<file path="config.mk">
export PLATFORM = sky130hd
export DESIGN_NAME = packet_forwarder
export DESIGN_NICKNAME = d
export VERILOG_FILES = /design/src/rtl/fwd_pkg.sv /design/src/rtl/fwd_skid_buffer.sv /design/src/rtl/packet_forwarder.sv
export SDC_FILE = /design/constraint.sdc
export NUM_CORES = 1
export LEC_CHECK = 0
export CAP_MARGIN = 30
export CORE_MARGIN = 2
export CORE_UTILIZATION = 47
export CTS_CLUSTER_SIZE = 28
export DETAILED_ROUTE_END_ITERATION = 6
export PLACE_DENSITY = 0.88
export SETUP_SLACK_MARGIN = 0.1
export SLEW_MARGIN = 20
export SYNTH_ARGS = -nofsm -noshare
export SYNTH_HDL_FRONTEND = slang
export SYNTH_SLANG_ARGS = --single-unit
</file>
<file path="constraint.sdc">
create_clock -name clk -period 2.3 [get_ports clk]
set_clock_uncertainty 0.1 [all_clocks]
set_input_delay 0.46 -clock clk [delete_from_list [all_inputs] [get_ports clk]]
set_output_delay 0.46 -clock clk [all_outputs]
set_load 0.05 [all_outputs]
</file>
<file path="src/rtl/fwd_pkg.sv">
// fwd_pkg: shared widths, state encoding, beat record and final-beat keep helper
// for the packet forwarder.
package fwd_pkg;
  localparam int FWD_DATA_WIDTH = 64;
  localparam int FWD_KEEP_WIDTH = 8;
  localparam int FWD_LEN_WIDTH = 32;
  typedef enum logic [1:0] {IDLE, READ, DRAIN, DONE} fwd_state_e;
  typedef struct packed {
    logic [FWD_DATA_WIDTH-1:0] data;
    logic [FWD_KEEP_WIDTH-1:0] keep;
    logic                      last;
  } fwd_beat_t;
  // Byte 0 sits in the top lane, so a partial final beat keeps the top rem lanes.
  function automatic logic [FWD_KEEP_WIDTH-1:0] fwd_last_keep(input logic [2:0] rem);
    return rem == 3'd0 ? '1 : ~({FWD_KEEP_WIDTH{1'b1}} >> rem);
  endfunction
endpackage

</file>
<file path="src/rtl/fwd_skid_buffer.sv">
// fwd_skid_buffer: 2-entry beat FIFO between packet-memory reads and the AXI-Stream
// master; in_ready flags that at least one entry is free.
module fwd_skid_buffer
  import fwd_pkg::*;
(
  input  logic      clk,
  input  logic      rst,
  input  logic      in_valid,
  output logic      in_ready,
  input  fwd_beat_t in_beat,
  output logic      out_valid,
  input  logic      out_ready,
  output fwd_beat_t out_beat,
  output logic      empty
);
  fwd_beat_t mem_q [2];
  fwd_beat_t mem_d [2];
  logic wr_ptr_q, wr_ptr_d, rd_ptr_q, rd_ptr_d;
  logic [1:0] cnt_q, cnt_d;
  logic push, pop;
  assign in_ready = cnt_q != 2'd2;
  assign out_valid = cnt_q != 2'd0;
  assign empty = !out_valid;
  assign out_beat = out_valid ? mem_q[rd_ptr_q] : '0;
  always_comb begin
    push = in_valid && in_ready;
    pop = out_valid && out_ready;
    mem_d = mem_q;
    if (push) mem_d[wr_ptr_q] = in_beat;
    wr_ptr_d = wr_ptr_q ^ push;
    rd_ptr_d = rd_ptr_q ^ pop;
    cnt_d = cnt_q + {1'b0, push} - {1'b0, pop};
  end
  always_ff @(posedge clk or negedge rst)
    if (!rst) begin
      mem_q <= '{default: '0};
      wr_ptr_q <= 1'b0;
      rd_ptr_q <= 1'b0;
      cnt_q <= 2'd0;
    end else begin
      mem_q <= mem_d;
      wr_ptr_q <= wr_ptr_d;
      rd_ptr_q <= rd_ptr_d;
      cnt_q <= cnt_d;
    end
endmodule

</file>
<file path="src/rtl/packet_forwarder.sv">
// packet_forwarder: streams a filled packet buffer out over AXI-Stream, then pulses
// forwarder_done to release it. FWD_PKT_COUNT_EN adds a 32-bit forwarded-packet counter.
module packet_forwarder
  import fwd_pkg::*;
#(
  parameter int ADDR_WIDTH = 10
) (
  input  logic                      clk,
  input  logic                      rst,
  input  logic                      ready_for_forwarder,
  input  logic [FWD_LEN_WIDTH-1:0]  len_to_forwarder,
  output logic [ADDR_WIDTH-1:0]     forwarder_rd_addr,
  output logic                      forwarder_rd_en,
  input  logic [FWD_DATA_WIDTH-1:0] forwarder_rd_data,
  output logic                      forwarder_done,
  output logic [FWD_DATA_WIDTH-1:0] m_axis_tdata,
  output logic [FWD_KEEP_WIDTH-1:0] m_axis_tkeep,
  output logic                      m_axis_tlast,
  output logic                      m_axis_tvalid,
  input  logic                      m_axis_tready
`ifdef FWD_PKT_COUNT_EN
  ,
  output logic [31:0]               pkt_count
`endif
);
  localparam int RAW_W = FWD_LEN_WIDTH - 2;
  localparam logic [RAW_W-1:0] MAX_BEATS = RAW_W'(1) << (ADDR_WIDTH - 1);
  fwd_state_e state_q, state_d;
  logic [ADDR_WIDTH-1:0] beats_q, beats_d, addr_q, addr_d;
  logic [FWD_KEEP_WIDTH-1:0] keep_q, keep_d, fl_keep_q, fl_keep_d;
  logic fl_q, fl_d, fl_last_q, fl_last_d, done_q, done_d;
  logic [RAW_W-1:0] raw_beats;
  logic last_rd, pop, slot_free, sk_ready, sk_empty;
  fwd_beat_t sk_out;
  fwd_skid_buffer u_skid (
    .clk      (clk),
    .rst      (rst),
    .in_valid (fl_q),
    .in_ready (sk_ready),
    .in_beat  ('{data: forwarder_rd_data, keep: fl_keep_q, last: fl_last_q}),
    .out_valid(m_axis_tvalid),
    .out_ready(m_axis_tready),
    .out_beat (sk_out),
    .empty    (sk_empty)
  );
  assign m_axis_tdata = sk_out.data;
  assign m_axis_tkeep = sk_out.keep;
  assign m_axis_tlast = sk_out.last;
  assign forwarder_rd_addr = addr_q;
  assign forwarder_done = done_q;
  // A read may issue only if its beat will find a slot once it lands, counting
  // the beat already in flight and any beat leaving this cycle.
  assign pop = m_axis_tvalid && m_axis_tready;
  assign slot_free = pop || sk_empty || (sk_ready && !fl_q);
  assign last_rd = addr_q == beats_q - 1'b1;
  always_comb begin
    state_d = state_q;
    beats_d = beats_q;
    keep_d = keep_q;
    addr_d = addr_q;
    forwarder_rd_en = 1'b0;
    raw_beats = {1'b0, len_to_forwarder[FWD_LEN_WIDTH-1:3]} + RAW_W'(|len_to_forwarder[2:0]);
    case (state_q)
      IDLE: if (ready_for_forwarder) begin
        beats_d = raw_beats > MAX_BEATS ? MAX_BEATS[ADDR_WIDTH-1:0] : raw_beats[ADDR_WIDTH-1:0];
        keep_d = fwd_last_keep(len_to_forwarder[2:0]);
        addr_d = '0;
        state_d = len_to_forwarder == '0 ? DONE : READ;
      end
      READ: begin
        forwarder_rd_en = slot_free;
        if (slot_free) begin
          addr_d = last_rd ? '0 : addr_q + 1'b1;
          state_d = last_rd ? DRAIN : READ;
        end
      end
      DRAIN: state_d = sk_empty && !fl_q ? DONE : DRAIN;
      DONE: state_d = IDLE;
      default: state_d = IDLE;
    endcase
    fl_d = forwarder_rd_en;
    fl_keep_d = last_rd ? keep_q : '1;
    fl_last_d = last_rd;
    done_d = state_q == DONE;
  end
  always_ff @(posedge clk or negedge rst)
    if (!rst) begin
      state_q <= IDLE;
      beats_q <= '0;
      keep_q <= '0;
      addr_q <= '0;
      fl_q <= 1'b0;
      fl_keep_q <= '0;
      fl_last_q <= 1'b0;
      done_q <= 1'b0;
    end else begin
      state_q <= state_d;
      beats_q <= beats_d;
      keep_q <= keep_d;
      addr_q <= addr_d;
      fl_q <= fl_d;
      fl_keep_q <= fl_keep_d;
      fl_last_q <= fl_last_d;
      done_q <= done_d;
    end
`ifdef FWD_PKT_COUNT_EN
  logic [31:0] pkt_count_q, pkt_count_d;
  always_comb pkt_count_d = pkt_count_q + {31'b0, done_q};
  always_ff @(posedge clk or negedge rst)
    if (!rst) pkt_count_q <= '0;
    else pkt_count_q <= pkt_count_d;
  assign pkt_count = pkt_count_q;
`endif
endmodule

</file>
After elaboration in Yosys (flattened, before gate mapping):

Cells that the tools add are included.

* flip-flop bits (word level): 191
* output and inout bits: 86
* logic and storage cells: 78

* $add $sub $neg: 5
* order comparisons: 4
* eq/ne operators: 7
* shift operators: 1
* mux-type cells: 21
* bitwise gates (word level): 5
* reduce and logical (&&, ||, !) cells: 18

Operators with widths (count)
* $mux 73: 5
* $bwmux 146: 1
* $demux 73 s1: 1
* $mux 10: 4
* $logic_not 32->1: 1
* $add 29x1->30: 1
* $gt 30x10->1 const B: 1
* $pmux 10 s2: 1
* $mux 8: 2
* $add 10x1->10 const B: 1
* $eq 10x10->1: 1
* $sub 10x1->10 const B: 1
* $mux 2: 4
* $not 8->8: 1
* $pmux 2 s4: 1
* $shr 8x3->8 const A: 1
* $ne 2x2->1 const B: 3
* $logic_and 1x1->1: 5
* $eq 2x2->1 const B: 2
* $ge 2x2->1 const B: 2
* $not 1->2: 2
* $reduce_and 2->1: 2
* $reduce_bool 2->1: 2
* $logic_not 3->1: 1
* 11 further kinds: 15

Logic depth before layout (Yosys ltp):

Gate-level depths: netlist of run 1.

* depth in word-level cells: 6
* gate-level depth with buffers: 14
* mapped depth without buffers: 13

Cells and area by module:

From an unflattened synthesis of run 1, not the netlist that was laid out.

* cell total of the unflattened synthesis: 825
* area, all modules: 9903.2 µm²

By module, submodules not included
* fwd_skid_buffer: times used 1, cells an instance 493, area an instance 7013.0 µm², sequential area each 3753.6 µm²
* packet_forwarder: times used 1, cells an instance 332, area an instance 2890.3 µm², sequential area each 1026.0 µm²

Worst setup path after synthesis of run 1:

Ideal clock, no wire load.

* path type: input port to flip-flop
* start point: input port len_to_forwarder[1]
* end point: register beats_q[0]
* arrival time: 3.052 ns
* data required time: 2.118 ns
* slack: -0.935 ns
* stages on the path: 14
* path buffers: 1
* cell sequence: or2_2 -> inv_1 -> ha_1 -> inv_1 -> ha_1 -> ha_1 -> nand3_1 -> nor3_1 -> or4_2 -> o21ai_4 -> nand4_1 -> or3_1 -> buf_6 -> o22ai_1

* longest elaborated chain between the ends: 4

RTL lines
* from (decl): RTL line packet_forwarder.sv:11 `input logic [FWD_LEN_WIDTH-1:0] len_to_forwarder,`
* $reduce_or 3->1 (*): RTL line packet_forwarder.sv:62 `raw_beats = {1'b0, len_to_forwarder[FWD_LEN_WIDTH-1:3]} + RAW_W'(|len_to_forwarder[2:0]);`
* $add 29x1->30 (*): RTL line packet_forwarder.sv:62
* $gt 30x10->1: RTL line packet_forwarder.sv:65 `beats_d = raw_beats > MAX_BEATS ? MAX_BEATS[ADDR_WIDTH-1:0] : raw_beats[ADDR_WIDTH-1:0];`
* $mux 10 (*): RTL line packet_forwarder.sv:65
* to (signal assigned): RTL line packet_forwarder.sv:98 `beats_q <= beats_d;`
* to (decl): RTL line packet_forwarder.sv:29 `logic [ADDR_WIDTH-1:0] beats_q, beats_d, addr_q, addr_d;`

Mark *: on every way between the ends. The rest lies on a longest branch, timed or not.
A chain may end at the register's enable or synchronous reset.

Final worst setup path of run 1:

* start point: input port len_to_forwarder[0]
* end point: register beats_q[0]

The elaborated chain is that of the path after synthesis.

==> metrics.md, run 1 <==
| Metric | Value |
|---|---|
| Outcome | `finished, violations left` |
| Violated checks | `negative setup slack` |
| Max Cap Violations | `0` |
| Number of nets in the synthesized netlist | `918` |
| Worst VDD drop | `0.0007896 V` |
| Final instance count without filler cells | `1394` |
| EDFF count, synth | `0` |
| Number of filler cells placed in the layout | `1061` |
| Via count of the first global-routing pass | `8250` |
| Register area | `4787 µm²` |
| Worst setup margin | `-257.9 ps` |
| Number of antenna violations at the first check in global routing | `0` |
| Number of hold violations in the final report | `0` |
| Adder-cell share of the synthesized area | `1.322%` |
| P&R area growth vs syn | `61.36%` |
| Xor/xnor cell area share of the yosys netlist | `3.425%` |
| Rows | `51` |
| Clock Tree Root | `clkbuf_16` |
| Req. time, crit path | `2550 ps` |
| Wire length of the first global-routing pass | `45330 µm` |
| Post-synthesis register bit count | `191` |
| TNS Setup | `-5015 ps` |
| Most Crowded Layer GR | `met2` |
| Die height | `145.9 µm` |
| Clock Latency Late Sink | `430 ps` |
| DR iter-0 viols | `432` |
| Final setup viols | `57` |
| Overall routing resource usage | `26.98%` |
| Layout cell share with drive strength beyond 1 | `51.99%` |
| Count of buffers inserted at the top-level ports | `185` |
| Worst Path Arrival | `2810 ps` |
| Total congestion overflow after global routing | `0` |
| Switching Fraction | `43.49%` |
| Mux share of post-synthesis cell area | `25.74%` |
| Area leader, netlist | `dfrtp_1` |
| Number of nets in the finished design | `1226` |
| Crit share post-route | `111.2%` |
| Fin Hold WS | `347.8 ps` |
| Synth unique cells | `58` |
| Most common cell in the synthesized netlist | `dfrtp_1` |
| Syn. warnings | `0` |
| Dominant combinational cell family by area after synthesis | `multiplexers` |
| Multi-input combinational cell area | `5340 µm²` |
| Type of the worst setup path | `in -> reg` |
| Count of boundary I/O pins | `186` |
| Number of vias after detailed routing | `7801` |
| First-pass iteration count of the detailed router | `5` |
| Largest driver fanout on the critical path | `7` |
| Cell leakage power | `6.410 nW` |
| Final antenna-violating net count | `0` |
| Met1 track demand over resource in global routing | `34.46%` |
| Placed instance count | `1315` |
| H-tree Lvls | `4` |
| Clock buffer depth | `2` |
| Pin count of the biggest net entering global routing | `61` |
| Min-Delay Path Class | `in -> reg` |
| Routed WL | `30440 µm` |
| Number of sinks on the clock net | `191` |
| Cell count after synthesis | `808` |
| Number of CTS-inserted buffers | `17` |
| Met3 track demand over resource in global routing | `4.671%` |
| Number of remaining DRC errors | `0` |
| Post-synthesis area per instance | `11.71 µm²` |
| Routability Congestion | `0.9018` |
| Initial Utilization | `48.30%` |
| Clock tree from TritonCTS | `built` |
| Post-route cell area | `15270 µm²` |
| Core utilization of the finished layout | `77.95%` |
| Setup repair after global routing missed its margin | `yes` |
| Fraction of synthesized cell area taken by the top area cell type | `50.51%` |
| Crit path launch type | `primary input` |
| Compound-cell area share of the yosys netlist | `4.337%` |
| Endpoint class of the critical path | `flip-flop` |
| Cell types with the largest area share after synthesis | `dfrtp_1 51%, mux2_2 17%, mux2i_1 8.3%` |
| Clock network fraction of design power | `11.5%` |
| Chip width | `145.9 µm` |
| P_int | `15.15 mW` |
| Detail Placement HPWL | `17560 µm` |
| Share of the yosys chip area belonging to registers | `50.51%` |
| Share of flip-flops with an asynchronous set or reset after synthesis | `100.0%` |
| Slew Limit Fails | `0` |
| Drt wl/cell | `21.84 µm` |
| Most instantiated cells after synthesis | `191 x dfrtp_1, 147 x mux2_2, 101 x nor2_1` |
| Global routing met2 resource utilization | `47.57%` |
| Slew at the pin with the worst max-slew slack | `515.6 ps` |
| Core Box Area | `19590 µm²` |
| Total die area | `21290 µm²` |
| Net load switching power | `11.66 mW` |
| Combinational share of power | `66.6%` |
| DP Area | `13240 µm²` |
| Count of antenna diodes in the layout | `0` |
| Final worst path period need | `2558 ps` |
| Simple logic cell fraction of the synthesized area | `12.01%` |
| Post-Syn Area | `9463 µm²` |
| Areal power density over the cells | `1755 nW/µm²` |
| Proportion of power drawn by flip-flops and latches | `21.9%` |
| Vias per Instance | `5.596` |
| Most used flip-flop cell after synthesis | `dfrtp_1` |
| Fmax achieved | `390.9 MHz` |
| Max_slew headroom | `64.74%` |
| CTS clock-pin slew for the worst setup and hold paths | `70 ps` |
==> worst max-delay path: stages <==
cell	delay, ps
buf_6	90
or2_4	240
inv_2	70
ha_4	140
inv_4	40
ha_4	160
ha_4	170
nand3_4	100
buf_6	120
nor3_4	30
or4_4	430
o21ai_4	80
nand4_1	120
or3_4	410
o22ai_1	120
==> sequential cells by signal, indices dropped and copies added (netlist names) <==
register	count
beats_q	10
u_skid.wr_ptr_q	1
fl_q	1
fl_last_q	1
fl_keep_q	8
u_skid.cnt_q	2
u_skid.mem_q	146
keep_q	8
forwarder_done	1
u_skid.rd_ptr_q	1
state_q	2
forwarder_rd_addr	10
==> per-stage QoR <==
stage	setup WS, ps	total power, mW
after global placement	-1133	20.17
after CTS	-299.0	25.51
final	-257.9	26.80
after global routing	-321.2	27.70
after detailed placement	-1203	20.61
after floorplan	-455.4	14.11
==> placed cells by master, fill, tap and decap left out, types with 7 or more instances in the layout <==
master / Yosys / layout
xnor2_1: 18 / 17
mux2_2: 147 / 146
o21ai_0: 14 / 10
o21ai_2: 5 / 7
nor2_2: 2 / 54
nor4_1: 8 / 7
clkbuf_16: 0 / 20
buf_6: 3 / 24
inv_1: 20 / 14
buf_12: 0 / 81
mux2i_2: 0 / 25
dfrtp_1: 191 / 187
nand3_1: 18 / 16
buf_4: 1 / 99
buf_16: 0 / 10
mux2i_4: 0 / 18
clkdlybuf4s50_1: 0 / 94
nor2_4: 0 / 28
or2_4: 0 / 9
nor2_1: 101 / 21
nor3_1: 10 / 8
nand4_1: 11 / 11
nand2_1: 35 / 34
dlygate4sd2_1: 0 / 12
mux2i_1: 78 / 35
xor2_1: 19 / 18
==> metal layers <==
layer	vias to the layer above	wire length (µm)
met3	60	1571
met5	-	0
met4	0	799
met2	292	16160
met1	3980	11910
li1	3469	-
==> logic make-up after synthesis <==
family / after synthesis
xor gates and xnor gates: 37
muxes: 225
and+or+nand+nor: 230
AOI/OAI and AO/OA: 55
adders and majority gates: 10
DFF: 191
buffers and inverters: 60
==> timing repair <==
action / CTS / global route
hold buffers: 1 / 0
gates resized for setup: 116 / 114
setup buffers: 24 / 11
pin swaps: 38 / 51
setup endpoints to repair: 113 / 103
endpoints found under the hold margin: 31 / 0
gates cloned: 13 / 1
==> cell type report <==
type | count | share of cell area (%)
Sequential cell | 191 | 31.35
Clock inverter | 13 | 1.090
Inverter | 20 | 0.5080
Multi-Input combinational cell | 557 | 34.97
Tap cell | 265 | 2.171
Timing Repair Buffer | 329 | 27.01
Clock buffer | 19 | 2.901
==> power groups by stage <==
stage	sequential, mW	combinational, mW	clock, mW
4_1_cts	5.62	16.8	3.06
3_5_place_dp	5.63	15.0	0
5_1_grt	5.99	18.5	3.25
2_1_floorplan	5.49	8.62	0
6_report	5.88	17.9	3.07
3_3_place_gp	5.50	14.7	0
==> path summary, 6_finish.rpt <==
| kind | startpoint | endpoint | slack, ps | cells after the start |
|---|---|---|---|---|
| worst max register to register | forwarder_rd_addr[7]$_DFFE_PN0P_ | forwarder_rd_addr[8]$_DFFE_PN0P_ | -80 | 9 |
| worst max-delay path | len_to_forwarder[0] | beats_q[0]$_DFFE_PN0P_ | -260 | 15 |
| min in group asynchronous | rst | u_skid.mem_q[126]$_DFFE_PN0P_ | 410 | 2 |
| max in group asynchronous | rst | fl_keep_q[5]$_DFF_PN0_ | 1030 | 3 |
| worst min-delay path | len_to_forwarder[0] | keep_q[5]$_DFFE_PN0P_ | 350 | 4 |
| worst min register to register | keep_q[3]$_DFFE_PN0P_ | keep_q[3]$_DFFE_PN0P_ | 380 | 2 |
No activity file was read; power rests on OpenSTA's default activity.
==> run 2: changes to the inputs <==
--- a/config.mk
+++ b/config.mk
@@ -5,7 +5,6 @@
 export SDC_FILE = /design/constraint.sdc
 export NUM_CORES = 1
 export LEC_CHECK = 0
-export CAP_MARGIN = 30
 export CORE_MARGIN = 2
 export CORE_UTILIZATION = 47
 export CTS_CLUSTER_SIZE = 28
==> results of run 2 <==
No change in the layout: final DEF, timing and power equal those of run 1.
